==> src/rtl/lmsm_pkg.sv <==
// Shared types and constants for the LM/SM register-list sequencer.
// Holds the FSM state encoding and the lowest-set-bit clear helper.
package lmsm_pkg;

  localparam int LIST_W = 8;
  localparam int ADDR_W = 16;
  localparam int IDX_W  = 3;

  typedef enum logic {
    IDLE = 1'b0,
    RUN  = 1'b1
  } state_t;

  // Drop the lowest set bit: x & (x - 1).
  function automatic logic [LIST_W-1:0] clear_lowest(input logic [LIST_W-1:0] mask);
    return mask & (mask - {{(LIST_W-1){1'b0}}, 1'b1});
  endfunction

endpackage

==> src/rtl/lmsm_sequencer_prio_enc8.sv <==
// Combinational lowest-set-bit encoder for an 8-bit register list.
// multi flags that at least one more bit remains after the lowest one.
module prio_enc8
  import lmsm_pkg::*;
(
  input  logic [LIST_W-1:0] mask,
  output logic [IDX_W-1:0]  idx,
  output logic              any,
  output logic              multi
);

  // Lowest set bit wins; an empty mask encodes as index 0.
  always_comb begin
    idx = 3'd0;
    casez (mask)
      8'b???????1: idx = 3'd0;
      8'b??????10: idx = 3'd1;
      8'b?????100: idx = 3'd2;
      8'b????1000: idx = 3'd3;
      8'b???10000: idx = 3'd4;
      8'b??100000: idx = 3'd5;
      8'b?1000000: idx = 3'd6;
      8'b10000000: idx = 3'd7;
      default:     idx = 3'd0;
    endcase
  end

  assign any   = |mask;
  assign multi = |clear_lowest(mask);

endmodule

==> src/rtl/lmsm_sequencer.sv <==
// LM/SM register-list walker: one register index and address per enabled cycle.
// The first transfer comes straight from reg_list/base_addr, so there is no start-up bubble.
module lmsm_sequencer
  import lmsm_pkg::*;
(
  input  logic              clk,
  input  logic              reset,
  input  logic              en,
  input  logic              hold,
  input  logic [LIST_W-1:0] reg_list,
  input  logic [ADDR_W-1:0] base_addr,
  output logic              xfer_valid,
  output logic [IDX_W-1:0]  reg_idx,
  output logic [ADDR_W-1:0] xfer_addr,
  output logic              vbit,
  output logic              busy,
  output logic              done
);

  state_t            state_q, state_d;
  logic [LIST_W-1:0] mask_q, mask_d;
  logic [ADDR_W-1:0] addr_q, addr_d;

  logic [LIST_W-1:0] cur_mask_s;
  logic [ADDR_W-1:0] cur_addr_s;
  logic [IDX_W-1:0]  enc_idx_s;
  logic              enc_any_s;
  logic              enc_multi_s;
  logic              advance_s;
  logic              vbit_s;

  // In IDLE the instruction's own list is walked directly; in RUN the remaining bits are.
  assign cur_mask_s = (state_q == RUN) ? mask_q : reg_list;
  assign cur_addr_s = (state_q == RUN) ? addr_q : base_addr;
  assign advance_s  = en & ~hold;
  assign vbit_s     = en & enc_multi_s;

  prio_enc8 u_enc (
    .mask  (cur_mask_s),
    .idx   (enc_idx_s),
    .any   (enc_any_s),
    .multi (enc_multi_s)
  );

  // State register and walk registers.
  always_ff @(posedge clk) begin
    if (reset) begin
      state_q <= IDLE;
      mask_q  <= 8'h00;
      addr_q  <= 16'h0000;
    end else begin
      state_q <= state_d;
      mask_q  <= mask_d;
      addr_q  <= addr_d;
    end
  end

  // Next-state logic: advance on en & ~hold, abort to IDLE when the instruction is flushed.
  always_comb begin
    state_d = state_q;
    mask_d  = mask_q;
    addr_d  = addr_q;
    case (state_q)
      IDLE: begin
        if (advance_s) begin
          mask_d  = clear_lowest(cur_mask_s);
          addr_d  = cur_addr_s + 16'd1;
          state_d = vbit_s ? RUN : IDLE;
        end else begin
          state_d = IDLE;
        end
      end
      RUN: begin
        if (!en) begin
          mask_d  = 8'h00;
          state_d = IDLE;
        end else if (!hold) begin
          mask_d  = clear_lowest(cur_mask_s);
          addr_d  = cur_addr_s + 16'd1;
          state_d = vbit_s ? RUN : IDLE;
        end else begin
          state_d = RUN;
        end
      end
      default: begin
        mask_d  = 8'h00;
        state_d = IDLE;
      end
    endcase
  end

  // Output drive; everything is held at zero while reset is asserted.
  always_comb begin
    if (reset) begin
      xfer_valid = 1'b0;
      reg_idx    = 3'd0;
      xfer_addr  = 16'h0000;
      vbit       = 1'b0;
      busy       = 1'b0;
      done       = 1'b0;
    end else begin
      xfer_valid = en & enc_any_s;
      reg_idx    = enc_idx_s;
      xfer_addr  = cur_addr_s;
      vbit       = vbit_s;
      busy       = (state_q == RUN);
      done       = advance_s & ~vbit_s;
    end
  end

endmodule

==> config.mk <==
export PLATFORM = sky130hd
export DESIGN_NAME = lmsm_sequencer
export DESIGN_NICKNAME = d
export VERILOG_FILES = /design/src/rtl/lmsm_pkg.sv /design/src/rtl/lmsm_sequencer_prio_enc8.sv /design/src/rtl/lmsm_sequencer.sv
export SDC_FILE = /design/constraint.sdc
export NUM_CORES = 1
export LEC_CHECK = 0
export CAP_MARGIN = 20
export CORE_ASPECT_RATIO = 1.25
export CORE_MARGIN = 2
export CORE_UTILIZATION = 49
export DETAILED_ROUTE_END_ITERATION = 12
export GPL_TIMING_DRIVEN = 0
export PLACE_DENSITY = 0.78
export SYNTH_ARGS = -nofsm -noshare
export SYNTH_HDL_FRONTEND = slang
export SYNTH_HIERARCHICAL = 1
export SYNTH_SLANG_ARGS = --single-unit
==> constraint.sdc <==
create_clock -name clk -period 3 [get_ports clk]
set_input_delay 0.3 -clock clk [delete_from_list [all_inputs] [get_ports clk]]
set_output_delay 0.3 -clock clk [all_outputs]
set_load 0.005 [all_outputs]
-- Word-level counts from Yosys, hierarchy flattened
Cells that the tools add are included.
- flip-flop bits (word level): 25
- bits of input ports: 28
- output and inout bits: 23
- word-level logic and storage cells: 50
- $add $sub $neg: 2
- equal/unequal tests: 11
- multiplexer cells: 22
- bitwise logic cells: 8
- reduce and logical (&&, ||, !) cells: 4
- operators with widths (operator ; number):
    $mux W16 ; 5
    $mux W8 ; 4
    $pmux W16 S2 ; 1
    $pmux W3 S7 ; 1
    $add A16 B1 Y16 const B ; 1
    $pmux W8 S2 ; 1
    $reduce_or A8 Y1 ; 2
    $and A8 B8 Y8 ; 1
    $eq A8 B8 Y1 const B ; 1
    $mux W1 ; 8
    $sub A8 B1 Y8 const B ; 1
    $eq A7 B7 Y1 const B ; 1
    $eq A6 B6 Y1 const B ; 1
    $ne A2 B2 Y1 const B ; 3
    $eq A5 B5 Y1 const B ; 1
    $and A1 B1 Y1 ; 4
    $eq A4 B4 Y1 const B ; 1
    $eq A3 B3 Y1 const B ; 1
    $mux W3 ; 1
    $ne A3 B3 Y1 const B ; 1
    $not A1 Y1 ; 3
    $reduce_and A3 Y1 ; 1
    $eq A2 B2 Y1 const B ; 1
    $pmux W1 S2 ; 1
    $reduce_and A2 Y1 ; 1

-- Logic depth before layout (Yosys ltp)
- word-level depth: 9
- mapped depth: 11
- gate-level depth less buffers: 8

-- By module
The synthesis kept the hierarchy.
- by module, submodules not included (module ; instances ; cells an instance ; area each (um2) ; seq. area each (um2)):
    lmsm_sequencer ; 1 ; 227 ; 1770.4 ; 480.5
    prio_enc8 ; 1 ; 23 ; 155.1 ; 0.0

-- Least setup slack after synthesis
Ideal clock, no wire load.
- path type: reg-to-output
- start: reg state_q
- end: out done
- data arrival time: 2.472 ns
- data required time: 2.700 ns
- path slack: 0.228 ns
- cell stages (with the launch flop): 9
- path buffers: 3
- path through: dfxtp_1 > buf_6 > buf_2 > buf_2 > mux2_2 > or4_4 > a2111oi_4 > o32ai_1 > nor3_1
- cells in the longest elaborated chain, start to end: 8
- RTL lines (element ; RTL line ; RTL):
    start, declared ; lmsm_sequencer.sv:20 ; state_t state_q, state_d;
    start signal, assigned ; lmsm_sequencer.sv:52 ; state_q <= state_d;
    $mux W8 (*) ; lmsm_sequencer.sv:33 ; assign cur_mask_s = (state_q == RUN) ? mask_q : reg_list;
    net cur_mask_s[2] ; lmsm_sequencer.sv:24 ; logic [LIST_W-1:0] cur_mask_s;
    $sub A8 B1 Y8 ; lmsm_pkg.sv:16 ; return mask & (mask - {{(LIST_W-1){1'b0}}, 1'b1});
    $and A8 B8 Y8 (*) ; lmsm_pkg.sv:16 ;
    $reduce_or A8 Y1 (*) ; lmsm_sequencer_prio_enc8.sv:29 ; assign multi = |clear_lowest(mask);
    net enc_multi_s ; lmsm_sequencer.sv:28 ; logic enc_multi_s;
    $and A1 B1 Y1 (*) ; lmsm_sequencer.sv:36 ; assign vbit_s = en & enc_multi_s;
    $not A1 Y1 (*) ; lmsm_sequencer.sv:107 ; done = advance_s & ~vbit_s;
    $and A1 B1 Y1 (*) ; lmsm_sequencer.sv:107 ;
    $mux W1 (*) ; lmsm_sequencer.sv:94 ; if (reset) begin
    end, declared ; lmsm_sequencer.sv:17 ; output logic done
Mark *: on every way through the listed nets, which the timed path passes. The rest lies on a longest branch.

-- Worst setup path in the final report
- start: reg state_q
- end: out vbit
- cells in the longest elaborated chain, start to end: 6
- RTL lines (element ; RTL line ; RTL):
    $mux W8 (*) ; lmsm_sequencer.sv:33 ;
    net cur_mask_s[3] ; lmsm_sequencer.sv:24 ;
    $sub A8 B1 Y8 ; lmsm_pkg.sv:16 ;
    $and A8 B8 Y8 (*) ; lmsm_pkg.sv:16 ;
    $reduce_or A8 Y1 (*) ; lmsm_sequencer_prio_enc8.sv:29 ;
    net enc_multi_s ; lmsm_sequencer.sv:28 ;
    $and A1 B1 Y1 (*) ; lmsm_sequencer.sv:36 ;
    $mux W1 (*) ; lmsm_sequencer.sv:94 ;
    end, declared ; lmsm_sequencer.sv:15 ; output logic vbit,
Marks and branches as above.

==> impl_metrics.csv <==
group,metric,value,unit
detailed_routing,wire_per_inst,16.1,microns
clock_tree,clock_path_buffers,2,
clock_tree,path_clk_slew,90,ps
pwr,p_comb_frac,0.336,
logic_synthesis,ys_ff_latch,24,
pwr,power.density,317,nW/um^2
worst_setup_path,ff2ff_setup_slack,250,ps
logic_synthesis,synth.distinct_cells,56,
clock_tree,cts_htree_levels,1,
timing,fin_crit_sh,0.973,
clock_tree,cts-buffers-inserted,3,
timing,max_freq,0.343,GHz
grt,grt_antenna_before_repair,0,
detailed_routing,vias,2185,
worst_setup_path,max_stage_delay,560,ps
detailed_routing,finalWirelength,5840,microns
logic_synthesis,yosysSeqAreaShare,0.250,
grt,grt_overflow,0,
pwr,p_clk_frac,0.242,
status,status,"complete, no violations",
worst_setup_path,r2r_end,"addr_q[14]",
pwr,vdd_drop_max,214,uV
grt,grt_max_degree,16,
floorplanning,num_rows,25,
grt,grt_pass1_vias,2047,
clock_tree,cts_num_sinks,24,
logic_synthesis,synth_edf_count,0,
run,cap_violations,0,
pwr,p_sw_frac,0.317,
worst_setup_path,crit_required,2700,ps
timing,slew_headroom,0.250,
logic_synthesis,ys.flop_type,"dfxtp_1",
final_layout,finish.utilization,0.694,
hold_path,min_to,"mask_q[6]",
timing,setup_viol,0,
logic_synthesis,avgSynthCellArea,7.70,sq um
clock_tree,root_buffer,"clkbuf_8",
floorplanning,die_area,4450,sq um
detailed_routing,drt_first_pass_iters,4,
timing,finalClockSkew,4.53,ps
place,post-dp-hpwl,4260,microns
detailed_routing,vias_per_cell,6.04,
worst_setup_path,worstSetupPathType,"reg -> out",
timing,rsz0062_at_grt,"no",
floorplanning,chipHeight,74.1,microns
worst_setup_path,path_delay_family,"simple AND/OR/NAND/NOR gates",
floorplanning,die_x,60.1,microns
worst_setup_path,cp_cell_sequence,"buf_8 > buf_12 > mux2i_4 > inv_2 > or4_4 > a2111oi_4 > o32ai_2 > and3_1 > dlygate4sd2_1",
worst_setup_path,crit_arrival,2620,ps
floorplanning,fp.coreArea,3780,sq um
pwr,seqPwrFrac,0.422,
timing,slew_viol_final,0,
pwr,p_switching,0.264,mW
worst_setup_path,slowest_stage,"or4_4",
floorplanning,io_pins,51,
worst_setup_path,crit_path_max_fanout,4,
worst_setup_path,crit_path_start_kind,"register",
clock_tree,clk_latency,270,ps
detailed_routing,ant_nets,0,
grt,grt_first_pass_wirelength,9230,microns
timing,whs,460,ps
worst_setup_path,critPathCaptureType,"output pin",
timing,worstMarginPinSlew,1130,ps
place,finalWeightedCongestion,0.938,
final_layout,syn2layout_area_growth,36.4,%
hold_path,hold_class,"reg -> reg",
clock_tree,tritoncts,"done",
final_layout,nFillCells,339,
logic_synthesis,syn_inst,250,
hold_path,min_from,"mask_q[6]",
worst_setup_path,critPathBufInv,4,
final_layout,drive_gt1_frac,0.130,
floorplanning,start_util,0.509,
logic_synthesis,synthesis.nets,279,
detailed_routing,drt-initial-drc-count,146,
pwr,intPower,0.568,mW
logic_synthesis,synthArstFlopShare,0,
detailed_routing,drcViolationCount,0,
worst_setup_path,r2r_cells,9,
timing,setup_tns,0,ps
final_layout,nNetsFinal,339,
logic_synthesis,yosysWarnings,6,
pwr,power,0.831,mW
timing,hold_viol_final,0,
final_layout,num_antenna_cells,0,
timing,fin_crit,2920,ps
hold_path,min_path_cells,2,
pwr,leakage,0.944,nW
grt,track_usage,0.267,
place,io_buffer_count,49,
logic_synthesis,synth_area,1930,sq um
worst_setup_path,crit-reg2reg-launch,"state_q",
-- stage by stage --
step / worst slack, ps / std cells / area (sq um)
floorplan: 228 / 250 / 1930
global placement: -511 / 353 / 2480
detailed placement: -530 / 353 / 2480
CTS: 87.6 / 362 / 2620
global route: 4.00 / 362 / 2630
finish: 80.3 / 362 / 2630
-- registers in the layout, indices dropped and copies added, names as in the netlist --
signal	flops
addr_q	16
mask_q	7
state_q	1
-- cells in the final DEF, fill, tap and decap left out, drive strengths merged, types with 10 or more instances in the layout --
| cell type | netlist | final |
|---|---|---|
| buf | 6 | 13 |
| clkbuf | 8 | 11 |
| nor3 | 10 | 10 |
| a21oi | 18 | 18 |
| mux2i | 13 | 13 |
| nor2 | 25 | 25 |
| dfxtp | 24 | 24 |
| mux2 | 11 | 11 |
| nand2 | 25 | 25 |
| clkdlybuf4s50 | 0 | 47 |
-- power by group through the flow --
stage | clock, mW | combinational (mW) | sequential (mW)
detailed placement | 0 | 0.258 | 0.357
CTS | 0.201 | 0.277 | 0.350
finish | 0.201 | 0.279 | 0.351
global placement | 0 | 0.255 | 0.356
floorplan | 0 | 0.149 | 0.353
global route | 0.206 | 0.302 | 0.353
-- Yosys cell counts (2+ instances only) --
master    instances  share of area
buf_4             2         0.0078
nor4_1            4          0.013
o22ai_1           2         0.0065
inv_1             9          0.018
mux2_2           11          0.064
buf_2             2         0.0052
nand2_1          25          0.049
nor2_1           25          0.049
a21oi_1          18          0.047
o32ai_1           2         0.0091
a31oi_1           3         0.0097
nor2b_1           5          0.016
o221ai_1          2         0.0091
o21ai_0           7          0.018
mux2i_1          13          0.068
a32oi_1           3          0.014
nand4_1           8          0.026
and2_1            4          0.013
a41oi_1           2         0.0091
nand3_1           9          0.023
o311ai_0          2         0.0091
and4_1            2         0.0091
nand3b_1          2         0.0078
and3_1            6          0.019
nor3_1           10          0.026
nand2b_1          4          0.013
clkbuf_1          8          0.016
a211oi_1          4          0.016
o211ai_1          5          0.019
dfxtp_1          24           0.25
nand4b_1          2         0.0091
-- what timing repair did --
item                       in CTS  in global routing
hold buffers                    0                  0
cloned                          0                  0
gates resized for setup        19                  1
setup buffers                   7                  0
pin swaps                       3                  0
setup endpoints to repair       9                  1
-- worst min-delay path, cell delays in order, from the launching register on --
cell and delay, ps:
dfxtp_1 320, nand2_1 50, a21oi_1 50
-- logic make-up (layout without fill, tap and decap cells) --
kind of cell	after synthesis	after routing	synth area share
adder cells (fa/ha/maj)	2	2	0.0117
AND/OR/NAND/NOR	113	113	0.313
buffers and inverters	24	82	0.0559
multiplexers	24	24	0.132
flip-flops	24	24	0.250
AO/OA/AOI/OAI	62	62	0.233
XOR/XNOR	1	1	0.00455
-- final cells by class --
class	instances	area, sq um	share of cell area
clock buffers	3	41.3	0.0157
flip-flops and latches	24	482	0.183
plain buffers	13	91.3	0.0348
well taps	54	67.6	0.0257
inverters	10	37.5	0.0143
repair buffers	56	537	0.204
multi-input cells	202	1370	0.522
-- layer usage --
layer  routed length, microns  track usage  vias up  share of wire
met4                       74       0.0864        0          0.013
met3                      299       0.0226       10          0.051
met5                        0            0        -              0
li1                         -            -     1062              -
met2                     3060        0.501       83           0.52
met1                     2410        0.313     1030           0.41
-- worst max-delay path by stage --
stage,startpoint,end,slack (ps),cells after the start
after detailed placement,state_q,done,-530,10
after global placement,state_q,done,-510,10
final,state_q,vbit,80,9
after global routing,state_q,done,4,10
after floorplan,state_q,done,230,8
after CTS,state_q,done,90,10
(Power assumes the default switching activity.)
==> edit: new RTL, same flow settings <==
`addr_q` no longer has a reset.
--- a/src/rtl/lmsm_sequencer.sv
+++ b/src/rtl/lmsm_sequencer.sv
@@ -48,10 +48,12 @@
       state_q <= IDLE;
       mask_q  <= 8'h00;
-      addr_q  <= 16'h0000;
     end else begin
       state_q <= state_d;
       mask_q  <= mask_d;
-      addr_q  <= addr_d;
     end
+  end
+
+  always_ff @(posedge clk) begin
+    addr_q <= addr_d;
   end
 
Function: same outputs for any inputs over 10 cycles, from zero or initial values and one cycle with reset high; that may be too few to reach the edited logic, so the function may still have changed.
==> edit against the unedited design <==
- highest routed layer unchanged
- worst setup slack gained 84 ps
- cell area up 0.91%
- largest cell class unchanged
- first-iteration DRC count is 60% lower
- sequential cell count unchanged
- total power rose by 14%
- routed wire length down 19%
- synthesized area is 0.84% lower
- sequential share of layout area is 5.8 points higher
==> edit: results <==
[outcome]
run_status = completed

[pwr]
vdd_drop_max_mv = 0.270
leak_pwr_nw = 0.961
p_sw_frac = 0.260

[final_layout]
post_layout_net_count = 286
fillCellCount = 293
diodes = 0
finish.cell_count_without_fillers = 296
largestRegisters = addr_q: 16 flops, mask_q: 7 flops, state_q: 1 flops
final_layout_size_suffix_gt1_frac = 0.172

[logic_synthesis]
synth_fa_ha_area_frac = 0.0118
top_cells_by_area_synth = edfxtp_1 (25%), dfxtp_1 (8.4%), mux2i_1 (8.4%)
syn-num-nets = 223
post_synth_most_frequent_cells = nor2_1 (23), edfxtp_1 (16), mux2i_1 (16)
count_of_flip_flops_with_a_built_in_enable_after_synthesis = 16
synthMuxAreaShare = 0.144
postSynthAreaPerCell_um2 = 9.84
synthXorXnorAreaFrac = 0.0734
synth_compound_gate_area_share = 0.133
synth-main-ff-cell = edfxtp_1
synth_seq_area_share = 0.336
synth.lib_cells_used.distinct = 43

[worst_setup_path]
worstReg2RegStart = state_q$_SDFF_PP0_
critical_path.top_delay_family = simple AND/OR/NAND/NOR gates
crit_buf_inv = 3
reg_to_reg_setup_timing_slack_ps = 810
worst-path-max-fanout = 3
critPathCapture = done
crit-reg2reg-capture = state_q$_SDFF_PP0_
worstPathArrival_ps = 2540
r2r_cells = 8

[placed_design]
placement.setup.worst_slack_ps = -198
dp_hpwl_um = 3320
placedCellCount = 284
numPortBuffers = 49
globalplace.congestion = 0.846

[clock_tree]
cts-buffers-inserted = 3
clk_path_buf_depth = 2
cts_root_buffer = clkbuf_8

[grt]
grt_util_all_layers = 0.232
grt_first_pass_wirelength_um = 7690
grt_max_degree = 15

[worst_hold_path]
hold_path_depth = 2
hold_end = mask_q[4]$_SDFFE_PP0P_
timing.hold.worst.start = reset
holdCritPathClass = in2reg

[route]
drt-initial-drc-count = 59
wl_met2_um = 2480
highest-signal-layer = met4
drt_total_wl_um = 4710
wl_on_met1_um = 1880
detail_route.first_pass.iterations = 4
detailroute.via_count = 1695
wl_met3_um = 182

[timing]
clock_skew_ps = 5.32
timing.final.ws_setup_ps = 164
timing_worst_slew_pin_value_ps = 675
## edit: changes by cell type after synthesis, moves of 5 or more
cell | unedited run | this run
a21oi_1 | 18 | 6
and3_1 | 6 | 1
dfxtp_1 | 24 | 8
edfxtp_1 | 0 | 16
nand2_1 | 25 | 10
nand3b_1 | 2 | 7
nor2b_1 | 5 | 10
xor2_1 | 1 | 12
## edit: power groups by stage
| stage | registers, mW | clock network, mW | logic (mW) |
|---|---|---|---|
| after floorplan | 0.388 | 0 | 0.145 |
| after global placement | 0.391 | 0 | 0.247 |
| after detailed placement | 0.391 | 0 | 0.251 |
| after CTS | 0.384 | 0.293 | 0.271 |
| after global routing | 0.386 | 0.302 | 0.298 |
| final | 0.384 | 0.286 | 0.274 |
## edit: final cells by class
| class | count | share of cell area |
|---|---|---|
| Clock inverter | 1 | 0.0113 |
| Sequential cell | 24 | 0.242 |
| Inverter | 8 | 0.0113 |
| Multi-Input combinational cell | 153 | 0.458 |
| Timing Repair Buffer | 58 | 0.212 |
| Tap cell | 40 | 0.0189 |
| Buffer | 9 | 0.0302 |
| Clock buffer | 3 | 0.0156 |
## edit: through the flow
step / setup TNS, ps / instance area [µm²] / hold WS, ps
6_report: 0 / 2650 / 419
5_1_grt: 0 / 2650 / 464
4_1_cts: 0 / 2640 / 421
3_5_place_dp: -296 / 2460 / 445
3_3_place_gp: -256 / 2450 / 441
2_1_floorplan: 0 / 1910 / 428
## edit: timing repair
action	CTS	global route
pin swaps	2	2
gates resized for setup	13	3
buffers inserted	8	0
setup endpoints to repair	3	2
## edit: layer usage
metal	global-route usage	up-vias
met1	0.270	798
li1	-	835
met2	0.406	48
met4	0.114	0
met3	0.0317	14
met5	0	-
